`src/rtl/mac_wb_pkg.sv`:
```
// Shared types and constants for the MAC result writeback block.
// The MAC pipeline depth sizes both the last-tag shadow and the flush bubble counter.
package mac_wb_pkg;

   localparam int PIPE_DEPTH = 4;
   localparam int WB_ADDR_W  = 10;
   localparam int WB_DATA_W  = 16;

   typedef enum logic [1:0] {
      IDLE,
      RUN,
      DRAIN,
      DONE
   } wb_state_t;

   typedef struct packed {
      logic [WB_ADDR_W-1:0] addr;
      logic [WB_DATA_W-1:0] data;
   } wb_entry_t;

endpackage

```
`src/rtl/mac_wb_fifo.sv`:
```
// Result FIFO with a registered head entry, so the write port sees flop outputs only.
// A push while full is dropped; the owner detects that condition from full.
module mac_wb_fifo #(
   parameter int WIDTH = 26,
   parameter int DEPTH = 4
) (
   input  logic                     clk,
   input  logic                     rst_n,
   input  logic                     push,
   input  logic [WIDTH-1:0]         push_data,
   input  logic                     pop,
   output logic [WIDTH-1:0]         head,
   output logic                     full,
   output logic                     empty,
   output logic [$clog2(DEPTH):0]   count
);

   localparam int AW = $clog2(DEPTH);

   logic [WIDTH-1:0] mem [DEPTH];
   logic [AW-1:0]    wr_ptr;
   logic [AW-1:0]    rd_ptr;
   logic [AW-1:0]    rd_next;
   logic             push_ok;
   logic             pop_ok;

   assign full    = (count == (AW+1)'(DEPTH));
   assign empty   = (count == '0);
   assign push_ok = push & ~full;
   assign pop_ok  = pop & ~empty;
   assign rd_next = rd_ptr + 1'b1;

   always_ff @(posedge clk) begin
      if (push_ok) mem[wr_ptr] <= push_data;
   end

   always_ff @(posedge clk or negedge rst_n) begin
      if (!rst_n) begin
         wr_ptr <= '0;
         rd_ptr <= '0;
         count  <= '0;
         head   <= '0;
      end else begin
         if (push_ok) wr_ptr <= wr_ptr + 1'b1;
         if (pop_ok)  rd_ptr <= rd_next;
         case ({push_ok, pop_ok})
            2'b10:   count <= count + 1'b1;
            2'b01:   count <= count - 1'b1;
            default: ;
         endcase
         // Head tracks the oldest entry; a push into an empty (or emptying) FIFO bypasses memory.
         if (pop_ok) begin
            if (count > (AW+1)'(1)) head <= mem[rd_next];
            else if (push_ok)       head <= push_data;
         end else if (push_ok && empty) begin
            head <= push_data;
         end
      end
   end

endmodule

```
`src/rtl/mac_result_writeback.sv`:
```
// Drain side of the 3-tap MAC: shadows the last tags, buffers final sums, writes them out
// and sequences flush bubbles. Build option MAC_WB_RELU_EN clamps negative results to zero.
module mac_result_writeback
   import mac_wb_pkg::*;
#(
   parameter int OUTPUT_WIDTH = 16,
   parameter int ADDR_WIDTH   = 10,
   parameter int FIFO_DEPTH   = 4
) (
   input  logic                    clk,
   input  logic                    arst_n_in,
   input  logic                    mac_input_valid,
   input  logic                    mac_last,
   input  logic [OUTPUT_WIDTH-1:0] mac_out,
   input  logic [31:0]             mac_ch_out,
   input  logic                    flush_req,
   output logic                    stall,
   output logic                    flush_adv,
   output logic                    mem_valid,
   input  logic                    mem_ready,
   output logic [ADDR_WIDTH-1:0]   mem_addr,
   output logic [OUTPUT_WIDTH-1:0] mem_wdata,
   output logic                    mem_written,
   output logic                    done,
   output logic                    overflow_err
);

   localparam int CW   = $clog2(FIFO_DEPTH);
   localparam int EW   = ADDR_WIDTH + OUTPUT_WIDTH;
   localparam int AC_W = $clog2(PIPE_DEPTH + 1);

   wb_state_t               state, state_n;
   logic [AC_W-1:0]         adv_cnt, adv_n;
   logic [PIPE_DEPTH-1:0]   last_sr;
   logic                    mac_push;
   logic                    mem_pop;
   logic [OUTPUT_WIDTH-1:0] store_data;
   logic [EW-1:0]           fifo_head;
   logic                    fifo_full;
   logic                    fifo_empty;
   logic [CW:0]             fifo_count;
   logic                    unused_ch;

   assign unused_ch = ^mac_ch_out[31:ADDR_WIDTH];

   // The stage-4 register holds a final sum exactly when the oldest shadow tag reaches the top.
   assign mac_push = mac_input_valid & last_sr[PIPE_DEPTH-1];
   assign mem_pop  = mem_valid & mem_ready;

`ifdef MAC_WB_RELU_EN
   assign store_data = mac_out[OUTPUT_WIDTH-1] ? '0 : mac_out;
`else
   assign store_data = mac_out;
`endif

   mac_wb_fifo #(
      .WIDTH (EW),
      .DEPTH (FIFO_DEPTH)
   ) u_fifo (
      .clk       (clk),
      .rst_n     (arst_n_in),
      .push      (mac_push),
      .push_data ({mac_ch_out[ADDR_WIDTH-1:0], store_data}),
      .pop       (mem_pop),
      .head      (fifo_head),
      .full      (fifo_full),
      .empty     (fifo_empty),
      .count     (fifo_count)
   );

   assign stall     = (fifo_count == (CW+1)'(FIFO_DEPTH));
   assign mem_valid = ~fifo_empty;
   assign mem_addr  = fifo_head[EW-1:OUTPUT_WIDTH];
   assign mem_wdata = fifo_head[OUTPUT_WIDTH-1:0];

   always_ff @(posedge clk or negedge arst_n_in) begin
      if (!arst_n_in) begin
         last_sr      <= '0;
         mem_written  <= 1'b0;
         overflow_err <= 1'b0;
         state        <= IDLE;
         adv_cnt      <= '0;
      end else begin
         if (mac_input_valid) last_sr <= {last_sr[PIPE_DEPTH-2:0], mac_last};
         mem_written <= mem_pop;
         if (mac_push && fifo_full) overflow_err <= 1'b1;
         state   <= state_n;
         adv_cnt <= adv_n;
      end
   end

   always_comb begin
      state_n   = state;
      adv_n     = adv_cnt;
      flush_adv = 1'b0;
      done      = 1'b0;
      case (state)
         IDLE: begin
            if (flush_req) begin
               state_n = DRAIN;
               adv_n   = AC_W'(PIPE_DEPTH);
            end else if (mac_input_valid) begin
               state_n = RUN;
            end
         end
         RUN: begin
            if (flush_req) begin
               state_n = DRAIN;
               adv_n   = AC_W'(PIPE_DEPTH);
            end
         end
         DRAIN: begin
            // Bubbles push in-flight tags out; done waits for the shadow and FIFO to empty.
            flush_adv = (adv_cnt != '0) & ~stall;
            if (flush_adv) adv_n = adv_cnt - 1'b1;
            if (adv_cnt == '0 && last_sr == '0 && fifo_empty) state_n = DONE;
         end
         DONE: begin
            done = 1'b1;
            if (mac_input_valid) state_n = RUN;
         end
         default: state_n = IDLE;
      endcase
   end

endmodule
```
`config.mk`:
```
export PLATFORM = sky130hd
export DESIGN_NAME = mac_result_writeback
export DESIGN_NICKNAME = d
export VERILOG_FILES = /design/src/rtl/mac_wb_pkg.sv /design/src/rtl/mac_wb_fifo.sv /design/src/rtl/mac_result_writeback.sv
export SDC_FILE = /design/constraint.sdc
export NUM_CORES = 1
export LEC_CHECK = 0
export ABC_CLOCK_PERIOD_IN_PS = 3660
export BUFFER_PORTS_ARGS = -buffer_cell sky130_fd_sc_hd__buf_2
export CORE_MARGIN = 4
export CORE_UTILIZATION = 45
export CTS_CLUSTER_DIAMETER = 100
export DETAILED_ROUTE_END_ITERATION = 10
export RECOVER_POWER = 25
export SLEW_MARGIN = 0
export SYNTH_ARGS = -nofsm -noshare
export SYNTH_HDL_FRONTEND = slang
export SYNTH_HIERARCHICAL = 1
export SYNTH_SLANG_ARGS = --single-unit
```
`constraint.sdc`:
```
create_clock -name clk -period 3.66 [get_ports clk]
set_clock_uncertainty 0.05 [all_clocks]
set_input_delay 0.183 -clock clk [delete_from_list [all_inputs] [get_ports clk]]
set_output_delay 0.183 -clock clk [all_outputs]
set_load 0.02 [all_outputs]
```
[After elaboration in Yosys (flattened, before gate mapping)]
Memories as Yosys holds them, arrays and structs flattened.
Index checks and enable logic that the tools add are counted.
Cells by class
  reductions and logical operators: 16
  bitwise logic cells: 7
  $add $sub $neg: 5
  magnitude comparators: 1
  muxes and demuxes: 17
  eq/ne operators: 11
Operators with widths (number)
  $mux W26: 4
  $pmux W3 S2: 2
  $mux W2: 4
  $pmux W2 S4: 1
  $eq A2 B2 Y1 const B: 3
  $logic_not A3 Y1: 2
  $mux W3: 2
  $ne A2 B2 Y1 const B: 3
  $reduce_bool A2 Y1: 3
  $sub A3 B1 Y3 const B: 2
  $and A1 B1 Y1: 5
  $add A2 B1 Y2 const B: 2
  $eq A2 B1 Y1 const B: 2
  $logic_and A1 B1 Y1: 4
  $logic_not A4 Y1: 1
  $mux W1: 4
  $reduce_and A2 Y1: 2
  $add A3 B1 Y3 const B: 1
  $eq A3 B3 Y1 const B: 1
  $gt A3 B1 Y1 const B: 1
  $ne A3 B2 Y1 const B: 1
  $reduce_and A3 Y1: 1
  $reduce_bool A3 Y1: 1
  $logic_not A2 Y1: 1
  other kinds (3): 4
Word-level totals
  bits of input ports: 54
  memories kept: 1
  memory bits (writable): 104
  word-level logic and storage cells: 67
  bits in registers: 44
  output and inout port bits: 32
Memory list
  u_fifo.mem: depth 4, width 26, rd ports 1, clocked after Yosys merged registers in 0, write ports 1, line mac_wb_fifo.sv:20  | logic [WIDTH-1:0] mem [DEPTH];

[Longest topological paths before layout]
Gate-level depths: netlist (run 1).
  depth in word-level cells: 6
  depth in mapped cells: 10
  mapped depth without buffers: 9

[Modules after synthesis]
The synthesis (run 1) kept the hierarchy.
By module, submodules not included
  mac_wb_fifo: cells an instance 264, seq. area each 3948.8 um2, times used 1, area an instance 5698.0 um2
  mac_result_writeback: cells an instance 47, seq. area each 275.3 um2, times used 1, area an instance 548.0 um2

[Worst setup path before layout (run 1)]
Ideal clock, no wire load.
  path type: register -> register
  from: register u_fifo.count[0]
  to: memory u_fifo.mem[0][0], enable pin
  required time: 3225 ps
  slack: 1288 ps
  clock period less this slack: 2372 ps
  library setup time: 385 ps
  cell stages (with the launch flop): 7
  data arrival time: 1937 ps
  buffers on the path: 1
  path through: dfrtp_1 -> inv_1 -> ha_1 -> and2_2 -> nor2b_1 -> clkbuf_1 -> and2_1
On the way
  cells in the longest elaborated chain, start to end: 5
Ends and longest elaborated chain
  start: declaration: line mac_wb_fifo.sv:15  | output logic [$clog2(DEPTH):0] count
  start signal: assignment: line mac_wb_fifo.sv:47  | 2'b10: count <= count + 1'b1;
  start signal: assignment: line mac_wb_fifo.sv:48  | 2'b01: count <= count - 1'b1;
  $eq A3 B3 Y1: line mac_wb_fifo.sv:27  | assign full = (count == (AW+1)'(DEPTH));
  via fifo_full: line mac_result_writeback.sv:39  | logic fifo_full;
  $not A1 Y1: line mac_wb_fifo.sv:29  | assign push_ok = push & ~full;
  $and A1 B1 Y1: line mac_wb_fifo.sv:29
  $mux W1: line mac_wb_fifo.sv:34  | if (push_ok) mem[wr_ptr] <= push_data;
  $mux W1 (implied by the code): line mac_wb_fifo.sv:34
  end: declaration: line mac_wb_fifo.sv:20
The timed path passes the listed nets, and every way through them passes these cells.

[Final worst setup path (run 1)]
  from: register u_fifo.count[0]
  to: memory u_fifo.mem[1][6], enable pin
Same word-level chain as after synthesis.

==> impl_results.md, run 1 <==
- DRT Wirelength: 11300 um
- # clock sinks: 148
- CTS clk-pin slew, worst paths: 0.06 ns
- Antenna Cells: 0
- RSZ-0062 raised after global routing: false
- Post-synthesis sequential area ratio: 0.676
- Gr ovfl total: 0
- Avg Vias per Cell: 5.17
- Post-synthesis compound-gate area fraction: 0.0136
- CTS Buf Count: 17
- ANT nets after route: 0
- Initial Util: 0.466
- CTS tree: built
- All-layer global routing usage: 0.152
- R2R setup slack: 0.98 ns
- DP HPWL: 6510 um
- Number of antenna violations at the first check in global routing: 0
- Critical path required time: 3.65 ns
- Area Overhead vs Synth: 21.7%
- Crit Path Max Fanout: 26
- Synth Flop Type: edfxtp_1
- Cell area power density: 803 nW/um^2
- Row cnt: 42
- Hold Worst Slack: 0.0856 ns
- Max_slew headroom: 0.266
- Type of origin of the critical path: register
- I/O pin total: 86
- Most common cell after layout, fill and taps aside: edfxtp_1
- Nets@finish: 481
- Final min period: 2.68 ns
- Mux share of post-synthesis cell area: 0.225
- Number of synthesized flops with an enable pin: 104
- CP endpoint kind: register
- Adder-Cell Fraction of Synth Area: 0.0220
- Final Hold Viols: 0
- CTS resizes: 0
- Buffers on Ports: 63
- Layer with the highest usage: met2
- Met1 usage: 0.201
- Library cells used by synthesis: 41
- Die area: 15800 um^2
- Yosys warnings: 6
- Drt first pass iters: 4
- Global-route wire length before repair: 18200 um
- Xor/xnor cell area share of the yosys netlist: 0.00841
- GR Util met2: 0.242
- Kind of critical path: reg2reg
- Routability cong.: 0.796
- Post-route setup TNS: 0 ns
- Fraction of layout cells with a size suffix above 1: 0.343
- Worst vdd ir: 0.387 mV
- Vias in the first global route: 3327
- Synthesized area per cell: 20.1 um^2
- Die X: 126 um
- First DRT Iteration DRCs: 95
- Worst EP arrival: 2.66 ns
- Maximum clock path buffer count: 2
- Fmax: 374 MHz
- Hold Crit Class: in2reg
- Max Slew Vio Count: 0
- Vias: 3129
- Pleak: 0.00293 uW
- Max-Cap Viols: 0
- Area after DPL: 6750 um^2
- Flops & latches, synth: 148
- CTS root buf: clkbuf_16
- Highest-count cells in the layout ignoring fill and taps: 104 x edfxtp_1, 43 x dfrtp_1, 41 x buf_2
- # H-tree levels: 4
- Mapped Nets: 376
- Least-Margin Pin Slew: 1.10 ns
- Design Area, Final: 7600 um^2
- Final Setup Violations: 0
- Mapped Cells: 311
- Die Y: 126 um
- Largest family of logic cells by synthesized area: multiplexers
- Pin count of the biggest net entering global routing: 45
- Remaining routing DRC violations: 0
- GRT met3 Usage: 0.0343
- Routed wire per std cell: 18.7 um
- Synthesized cell area: 6250 um^2
- Post-CTS Setup Bufs: 0
- Simple-Gate Fraction of Synth Area: 0.0331
- Core region area: 13400 um^2
- Worst-Skew Late Latency: 0.41 ns
- Async S/R FF share, synth: 0.297
- Status: complete, no violations
- Final Cycle Share: 0.731
## area by class of cell
class                   instances  area, um^2
fillers                      1068        5800
flip-flops and latches        148        4230
clock buffers                  22         474
multi-input cells             142        1890
well taps                     176         220
clock inverters                10         105
inverters                       9        33.8
repair buffers                 98         651
## final timing paths
check	cells after the start	startpoint	endpoint
worst max-delay path	5	u_fifo/count[0]$_DFFE_PN0P_	u_fifo/mem[1][6]$_DFFE_PP_
worst min-delay path	2	mac_input_valid	last_sr[1]$_DFFE_PN0P_
worst max register to register	5	u_fifo/count[0]$_DFFE_PN0P_	u_fifo/mem[1][6]$_DFFE_PP_
worst min register to register	1	overflow_err$_DFFE_PN0P_	overflow_err$_DFFE_PN0P_
max in group asynchronous	3	arst_n_in	u_fifo/rd_ptr[1]$_DFFE_PN0N_
min in group asynchronous	3	arst_n_in	u_fifo/head[21]$_DFFE_PN0P_
## where the power goes
part	total (uW)	internal, uW	switching (uW)
registers	2470	2180	292
clock network	1670	1050	625
logic	1960	1050	910
total	6100	4280	1830
## cell usage after synthesis (4+ instances only)
library cell	number	area share
edfxtp_1	104	0.50
dfrtp_1	44	0.18
mux2_2	34	0.061
mux2_4	22	0.053
mux4_1	22	0.093
ha_1	11	0.022
inv_1	9	0.0054
and2_1	5	0.0050
mux4_2	4	0.014
nand2_1	4	0.0024
nor2_1	4	0.0024
xnor2_1	4	0.0056
## cells by family after synthesis
| kind of cell | after synthesis |
|---|---|
| flops | 148 |
| mux | 84 |
| simple gates | 30 |
| buf+inv | 21 |
| compound gates | 11 |
| fa+ha+maj | 11 |
| xor+xnor | 6 |
## flip-flops by register name, summed over array words and instances (netlist names), 2 cells and up
register,count
u_fifo/head,26
u_fifo/count,3
last_sr,4
state,2
u_fifo/rd_ptr,2
u_fifo/mem,104
u_fifo/wr_ptr,2
adv_cnt,3
## layer usage
layer / wire length, um / up-vias / share of wire
met2: 5640 / 58 / 0.50
met1: 5050 / 1612 / 0.45
met4: 280 / 0 / 0.025
li1: - / 1440 / -
met3: 352 / 19 / 0.031
met5: 0 / - / 0
## critical path, cell delays in order, from the launching register on
cell and delay, ns:
dfrtp_1 0.47, inv_1 0.12, ha_1 0.24, and2_2 0.18, nor2b_1 0.44, and2_2 0.79
## what timing repair did
item                                   CTS  global route
endpoints found under the hold margin  150             0
setup endpoints to repair                0             0
hold buffers                            30             0
## stage by stage
| step | instances | power [uW] | util | worst slack, ns |
|---|---|---|---|---|
| final | 605 | 6100 | 0.567 | 0.984 |
| after global routing | 605 | 6430 | 0.567 | 0.833 |
| after CTS | 605 | 6190 | 0.569 | 0.960 |
| after detailed placement | 543 | 4460 | 0.504 | 0.976 |
| after global placement | 543 | 4400 | 0.504 | 1.01 |
| after floorplan | 311 | 3940 | - | 1.29 |
Power figures use the tool's default switching activity.
==> inputs of run 2 (changes only) <==
--- a/config.mk
+++ b/config.mk
@@ -5,12 +5,13 @@
 export SDC_FILE = /design/constraint.sdc
 export NUM_CORES = 1
 export LEC_CHECK = 0
-export ABC_CLOCK_PERIOD_IN_PS = 3660
+export ABC_CLOCK_PERIOD_IN_PS = 2300
 export BUFFER_PORTS_ARGS = -buffer_cell sky130_fd_sc_hd__buf_2
 export CORE_MARGIN = 4
 export CORE_UTILIZATION = 45
 export CTS_CLUSTER_DIAMETER = 100
 export DETAILED_ROUTE_END_ITERATION = 10
+export PLACE_DENSITY = 0.67
 export RECOVER_POWER = 25
 export SLEW_MARGIN = 0
 export SYNTH_ARGS = -nofsm -noshare
==> constraint.sdc (replaced) <==
create_clock -name clk -period 2.3 [get_ports clk]
set_clock_uncertainty 0.05 [all_clocks]
set_input_delay 0.115 -clock clk [delete_from_list [all_inputs] [get_ports clk]]
set_output_delay 0.115 -clock clk [all_outputs]
set_load 0.02 [all_outputs]
==> impl_results.md, run 2 (same netlist as run 1, synthesis figures left out) <==
- Status: complete, no violations
- DRT Wirelength: 11300 um (-0.24%)
- Antenna Cells: 0 (unchanged)
- Vias: 3162 (+1.1%)
- Post-layout util: 0.585 (+0.0177)
- Nets@finish: 498 (+3.5%)
- Post-route setup TNS: 0 ns (unchanged)
- DP HPWL: 7030 um (+8.1%)
- Cell repeated most along the worst path: mux2_2
- Die area: 15800 um^2 (unchanged)
- ANT nets after route: 0 (unchanged)
- CTS root buf: clkbuf_16
- Fmax: 464 MHz (+24%)
- Routed wire per std cell: 18.2 um (-3.0%)
- Fillers: 1008 (-5.6%)
- RSZ-0062 raised after global routing: false
- Biggest regs: u_fifo/mem (104), u_fifo/head (26), last_sr (4)
- Maximum clock path buffer count: 2 (unchanged)
- CTS tree: built
- Highest-count cells in the layout ignoring fill and taps: 104 x edfxtp_1, 43 x dfrtp_1, 41 x buf_2
- Least-Margin Pin Slew: 0.983 ns (-0.113 ns)
- # H-tree levels: 4 (unchanged)
- Fraction of layout cells with a size suffix above 1: 0.372 (+0.0295)
- # clock sinks: 148 (unchanged)
- Internal Power: 7190 uW (+68%)
- CTS clk-pin slew, worst paths: 0.06 ns (about the same)
- Gr ovfl total: 0 (unchanged)
- Cell area power density: 1290 nW/um^2 (+61%)
- Row cnt: 42 (unchanged)
- Most flops, register: u_fifo/mem
- Hold Crit Class: in2async
- CTS Buf Count: 17 (unchanged)
- Max-Cap Viols: 0 (unchanged)
- CP endpoint kind: register
- Post-CTS Setup Bufs: 0 (unchanged)
- Number of antenna violations at the first check in global routing: 0 (unchanged)
- Final Setup Violations: 0 (unchanged)
- Crit path cell chain: inv_1, ha_1, nor2b_4, nor2b_2, o21ai_4, buf_12, mux2_2, mux2_2
- Logic gate share of total power: 0.341 (+0.020)
- Max Slew Vio Count: 0 (unchanged)
- Sequential power share: 0.369 (-0.036)
- Worst EP arrival: 2.40 ns (-0.26 ns)
- Critical path required time: 2.54 ns (-1.11 ns)
- Final min period: 2.16 ns (-0.520 ns)
- Remaining routing DRC violations: 0 (unchanged)
- Non-filler cells, final: 622 (+2.8%)
- Routability cong.: 0.751 (-5.7%)
- Area Overhead vs Synth: 25.5%
- Worst-Skew Late Latency: 0.41 ns (about the same)
- Switching power: 2960 uW (+62%)
- Kind of critical path: reg2reg
- I/O pin total: 86 (unchanged)
- Core region area: 13400 um^2 (unchanged)
- Final Cycle Share: 0.938 (+0.206)
- Placed insts: 557 (+2.6%)
- Crit Path Max Fanout: 26 (unchanged)
- Pin count of the biggest net entering global routing: 36 (-20%)
- Switch share: 0.291 (-0.00789)
- Worst vdd ir: 0.572 mV (+48%)
- Buffers on Ports: 63 (unchanged)
- Die X: 126 um (unchanged)
- Type of origin of the critical path: register
- Vias in the first global route: 3354 (+0.81%)
- Critical-path top delay cell: dfrtp_1
- Final Hold Viols: 0 (unchanged)
- All-layer global routing usage: 0.150 (-0.00148)
- First DRT Iteration DRCs: 182 (+92%)
- Clk pwr share: 0.291 (+0.017)
- Pleak: 0.00305 uW (+4.0%)
- Avg Vias per Cell: 5.08 (-1.7%)
- Most common cell after layout, fill and taps aside: edfxtp_1
- Critical path's largest stage delay: 0.37 ns (-0.42 ns)
- Drt first pass iters: 6 (+2)
- Max_slew headroom: 0.342 (+0.0757)
- Die Y: 126 um (unchanged)
- Initial Util: 0.466 (unchanged)
- Global-route wire length before repair: 18000 um (-1.2%)
- Largest register FFs: 104 (unchanged)
==> run 2: through the flow <==
stage / setup slack, ns / total power, uW / instance area (um^2) / hold WS, ns
2_1_floorplan: 0.0611 / 6270 / 6250 / -0.231
3_3_place_gp: 0.158 / 7100 / 6900 / 0.219
3_5_place_dp: 0.107 / 7230 / 6900 / 0.225
4_1_cts: 0.0841 / 10300 / 7870 / 0.317
5_1_grt: 0.0364 / 10700 / 7840 / 0.398
6_report: 0.143 / 10100 / 7840 / 0.297
==> run 2: worst paths after layout <==
kind                                                   from                          end  slack [ns]  cells past startpoint
worst max register to register  u_fifo/count[1]$_DFFE_PN0P_  u_fifo/head[24]$_DFFE_PN0P_        0.14                      8
min in group clk                   overflow_err$_DFFE_PN0P_     overflow_err$_DFFE_PN0P_        0.43                      1
max in group asynchronous                         arst_n_in   u_fifo/head[7]$_DFFE_PN0P_        1.22                      3
worst min-delay path                              arst_n_in   u_fifo/head[2]$_DFFE_PN0P_        0.30                      2
worst min register to register     overflow_err$_DFFE_PN0P_     overflow_err$_DFFE_PN0P_        0.43                      1
worst max-delay path            u_fifo/count[1]$_DFFE_PN0P_  u_fifo/head[24]$_DFFE_PN0P_        0.14                      8
==> run 2: area by class of cell <==
cell class | count | area (um^2) | share of cell area
flip-flops and latches | 148 | 4230 | 0.539
multi-input cells | 142 | 1900 | 0.242
repair buffers | 115 | 823 | 0.105
clock buffers | 20 | 437 | 0.0557
well taps | 176 | 220 | 0.0281
clock inverters | 12 | 203 | 0.0258
inverters | 9 | 33.8 | 0.00431
==> run 2: routing by layer <==
metal  global-route usage  part of all wire
met5                    0                 0
met2                0.248              0.50
met3               0.0385             0.051
met1                0.192              0.43
met4               0.0587             0.018
==> run 2: critical path, delay by kind of cell (launching register included) <==
kind / cells / cell delay, ns
and+or+nand+nor: 2 / 0.25
muxes: 2 / 0.63
buffers and inverters: 2 / 0.36
DFF: 1 / 0.37
adders and majority gates: 1 / 0.21
AOI/OAI and AO/OA: 1 / 0.17
==> run 2: power groups by stage <==
| stage | registers, uW | clock network [uW] | logic, uW |
|---|---|---|---|
| finish | 3740 | 2950 | 3450 |
| global route | 3800 | 3140 | 3730 |
| CTS | 3750 | 3010 | 3520 |
| detailed placement | 3790 | 0 | 3450 |
| global placement | 3750 | 0 | 3350 |
| floorplan | 4060 | 0 | 2210 |
==> run 2: repair_timing <==
action	4_1_cts	5_1_grt
resized for setup	0	1
hold buffers	33	0
endpoints found under the hold margin	145	0
setup endpoints to repair	0	18
==> inputs of run 3 (changes only) <==
--- a/config.mk
+++ b/config.mk
@@ -5,7 +5,7 @@
 export SDC_FILE = /design/constraint.sdc
 export NUM_CORES = 1
 export LEC_CHECK = 0
-export ABC_CLOCK_PERIOD_IN_PS = 2300
+export ABC_CLOCK_PERIOD_IN_PS = 1850
 export BUFFER_PORTS_ARGS = -buffer_cell sky130_fd_sc_hd__buf_2
 export CORE_MARGIN = 4
 export CORE_UTILIZATION = 45
==> constraint.sdc (replaced) <==
create_clock -name clk -period 1.85 [get_ports clk]
set_clock_uncertainty 0.05 [all_clocks]
set_input_delay 0.0925 -clock clk [delete_from_list [all_inputs] [get_ports clk]]
set_output_delay 0.0925 -clock clk [all_outputs]
set_load 0.02 [all_outputs]
==> impl_results.md, run 3 (same netlist as run 1, synthesis figures left out) <==
- Kind of critical path: reg2reg
- Max-Cap Viols: 0 (unchanged)
- RSZ-0062 raised after global routing: true
- Final min period: 2.05 ns (-0.105 ns)
- Vias in the first global route: 3517 (+4.9%)
- ANT nets after route: 0 (unchanged)
- Drt first pass iters: 4 (-2)
- Reg2reg path depth: 9 (+1)
- All-layer global routing usage: 0.163 (+0.0126)
- Max_slew headroom: 0.625 (+0.283)
- Storage element area: 4230 um^2 (about the same)
- Violated checks: negative setup slack
- CTS tree: built
- Number of antenna violations at the first check in global routing: 0 (unchanged)
- Gr ovfl total: 0 (unchanged)
- Worst-Skew Late Latency: 0.42 ns (about the same)
- Non-filler cells, final: 650 (+4.5%)
- Maximum clock path buffer count: 2 (unchanged)
- Placed insts: 571 (+2.5%)
- Row cnt: 42 (unchanged)
- Pleak: 0.00343 uW (+13%)
- Buffers on Ports: 63 (unchanged)
- Most common cell after layout, fill and taps aside: edfxtp_1
- Final Setup Violations: 31 (+31)
- Die area: 15800 um^2 (unchanged)
- Initial Util: 0.466 (unchanged)
- Multi-input gate area: 2090 um^2 (+10%)
- Vias: 3310 (+4.7%)
- Cell area power density: 1620 nW/um^2 (+26%)
- Layer with the highest usage: met2
- Crit Path Max Fanout: 6 (-77%)
- # H-tree levels: 4 (unchanged)
- CTS root buf: clkbuf_16
- Critical path required time: 2.10 ns (-0.44 ns)
- Fraction of layout cells with a size suffix above 1: 0.439 (+0.0666)
- Max Slew Vio Count: 0 (unchanged)
- Antenna Cells: 0 (unchanged)
- Final Cycle Share: 1.11 (+0.171)
- GR Util met2: 0.275 (+0.0264)
- CP endpoint kind: register
- First DRT Iteration DRCs: 188 (+3.3%)
- Fillers: 951 (-5.7%)
- Least-Margin Pin Slew: 0.563 ns (-0.421 ns)
- Final Hold Viols: 0 (unchanged)
- Design Area, Final: 8390 um^2 (+6.9%)
- Type of origin of the critical path: register
- Core region area: 13400 um^2 (unchanged)
- Global-route wire length before repair: 19500 um (+8.6%)
- Status: finished, violations left
- Crit Reg-Reg Startpoint: u_fifo/count[0]$_DFFE_PN0P_
- Fmax: 487 MHz (+5.1%)
- Met1 usage: 0.204 (+0.0119)
- Tot Pwr: 13600 uW (+34%)
- Die X: 126 um (unchanged)
- Most flops, register: u_fifo/mem
- DP HPWL: 7640 um (+8.7%)
- Area Overhead vs Synth: 34.3%
- Final worst slack: -0.201 ns (-0.345 ns)
- Largest register FFs: 104 (unchanged)
- Worst vdd ir: 1.08 mV (+89%)
- Avg Vias per Cell: 5.09 (+0.17%)
- Worst EP arrival: 2.30 ns (-0.10 ns)
- I/O pin total: 86 (unchanged)
- Pin count of the biggest net entering global routing: 28 (-22%)
- Biggest regs: u_fifo/mem (104), u_fifo/head (26), last_sr (4)
- Area after DPL: 7200 um^2 (+4.3%)
- # clock sinks: 148 (unchanged)
- Routability cong.: 0.714 (-4.9%)
- GRT met3 Usage: 0.0436 (+0.00508)
- CTS Buf Count: 17 (unchanged)
- CTS clk-pin slew, worst paths: 0.06 ns (about the same)
- RR Endpoint: u_fifo/head[5]$_DFFE_PN0P_
- Highest-count cells in the layout ignoring fill and taps: 104 x edfxtp_1, 52 x mux2_4, 44 x buf_2
- DRT Wirelength: 12200 um (+8.1%)
- Hold Crit Class: in2async
- Die Y: 126 um (unchanged)
- Remaining routing DRC violations: 0 (unchanged)
- Routed wire per std cell: 18.8 um (+3.4%)
- Nets@finish: 526 (+5.6%)
- R2R setup slack: -0.20 ns (-0.34 ns)
## run 3: per-stage QoR
| step | worst slack (ns) | hold WS (ns) | utilization | TNS (ns) |
|---|---|---|---|---|
| after detailed placement | -0.191 | 0.0574 | 0.537 | -4.61 |
| after CTS | -0.189 | 0.149 | 0.621 | -4.65 |
| after global routing | -0.269 | 0.175 | 0.626 | -7.51 |
| final | -0.201 | 0.150 | 0.626 | -5.33 |
| after global placement | -0.133 | 0.0550 | 0.537 | -3.00 |
| after floorplan | -0.264 | -0.253 | - | -6.22 |
## run 3: worst max-delay path, cell delays in order, from the launching register on
cell     delay, ns
dfrtp_2       0.40
inv_2         0.08
ha_4          0.13
nor2b_4       0.18
nor2b_4       0.06
o21ai_4       0.17
buf_6         0.17
buf_12        0.14
mux2_4        0.30
mux2_4        0.25
## run 3: cell type report
class,count,area share
Sequential cell,148,0.504
Tap cell,176,0.0263
Timing Repair Buffer,143,0.145
Clock inverter,12,0.0185
Multi-Input combinational cell,142,0.250
Clock buffer,20,0.0521
Inverter,9,0.00403
## run 3: timing repair
item                                    in CTS  in global routing
pin swaps                                    3                  6
gates cloned                                 3                  0
hold buffers                                32                  0
hold endpoints to repair                   128                  0
endpoints found under the setup margin     119                 91
resized for setup                           27                  8
buffers inserted                             6                  6
## run 3: how the worst max path moves through the flow
stage / startpoint / endpoint / slack [ns] / cells past startpoint
6_report: u_fifo/count[0]$_DFFE_PN0P_ / u_fifo/head[5]$_DFFE_PN0P_ / -0.20 / 9
5_1_grt: u_fifo/count[0]$_DFFE_PN0P_ / u_fifo/head[24]$_DFFE_PN0P_ / -0.27 / 9
4_1_cts: u_fifo/count[1]$_DFFE_PN0P_ / u_fifo/head[5]$_DFFE_PN0P_ / -0.19 / 9
3_5_place_dp: u_fifo/count[1]$_DFFE_PN0P_ / u_fifo/head[22]$_DFFE_PN0P_ / -0.19 / 8
3_3_place_gp: u_fifo/count[1]$_DFFE_PN0P_ / u_fifo/head[22]$_DFFE_PN0P_ / -0.13 / 8
2_1_floorplan: u_fifo/count[1]$_DFFE_PN0P_ / u_fifo/head[10]$_DFFE_PN0P_ / -0.26 / 8
## run 3: where the power goes
| group | switching [uW] | internal (uW) | total (uW) |
|---|---|---|---|
| Clock | 1300 | 2120 | 3420 |
| Combinational | 2350 | 3150 | 5500 |
| Sequential | 370 | 4320 | 4690 |
| Total | 4020 | 9600 | 13600 |
## run 3: layer usage
| metal | vias to the layer above | part of all wire |
|---|---|---|
| met2 | 76 | 0.52 |
| met3 | 17 | 0.042 |
| li1 | 1537 | - |
| met4 | 0 | 0.015 |
| met1 | 1680 | 0.42 |
| met5 | - | 0 |
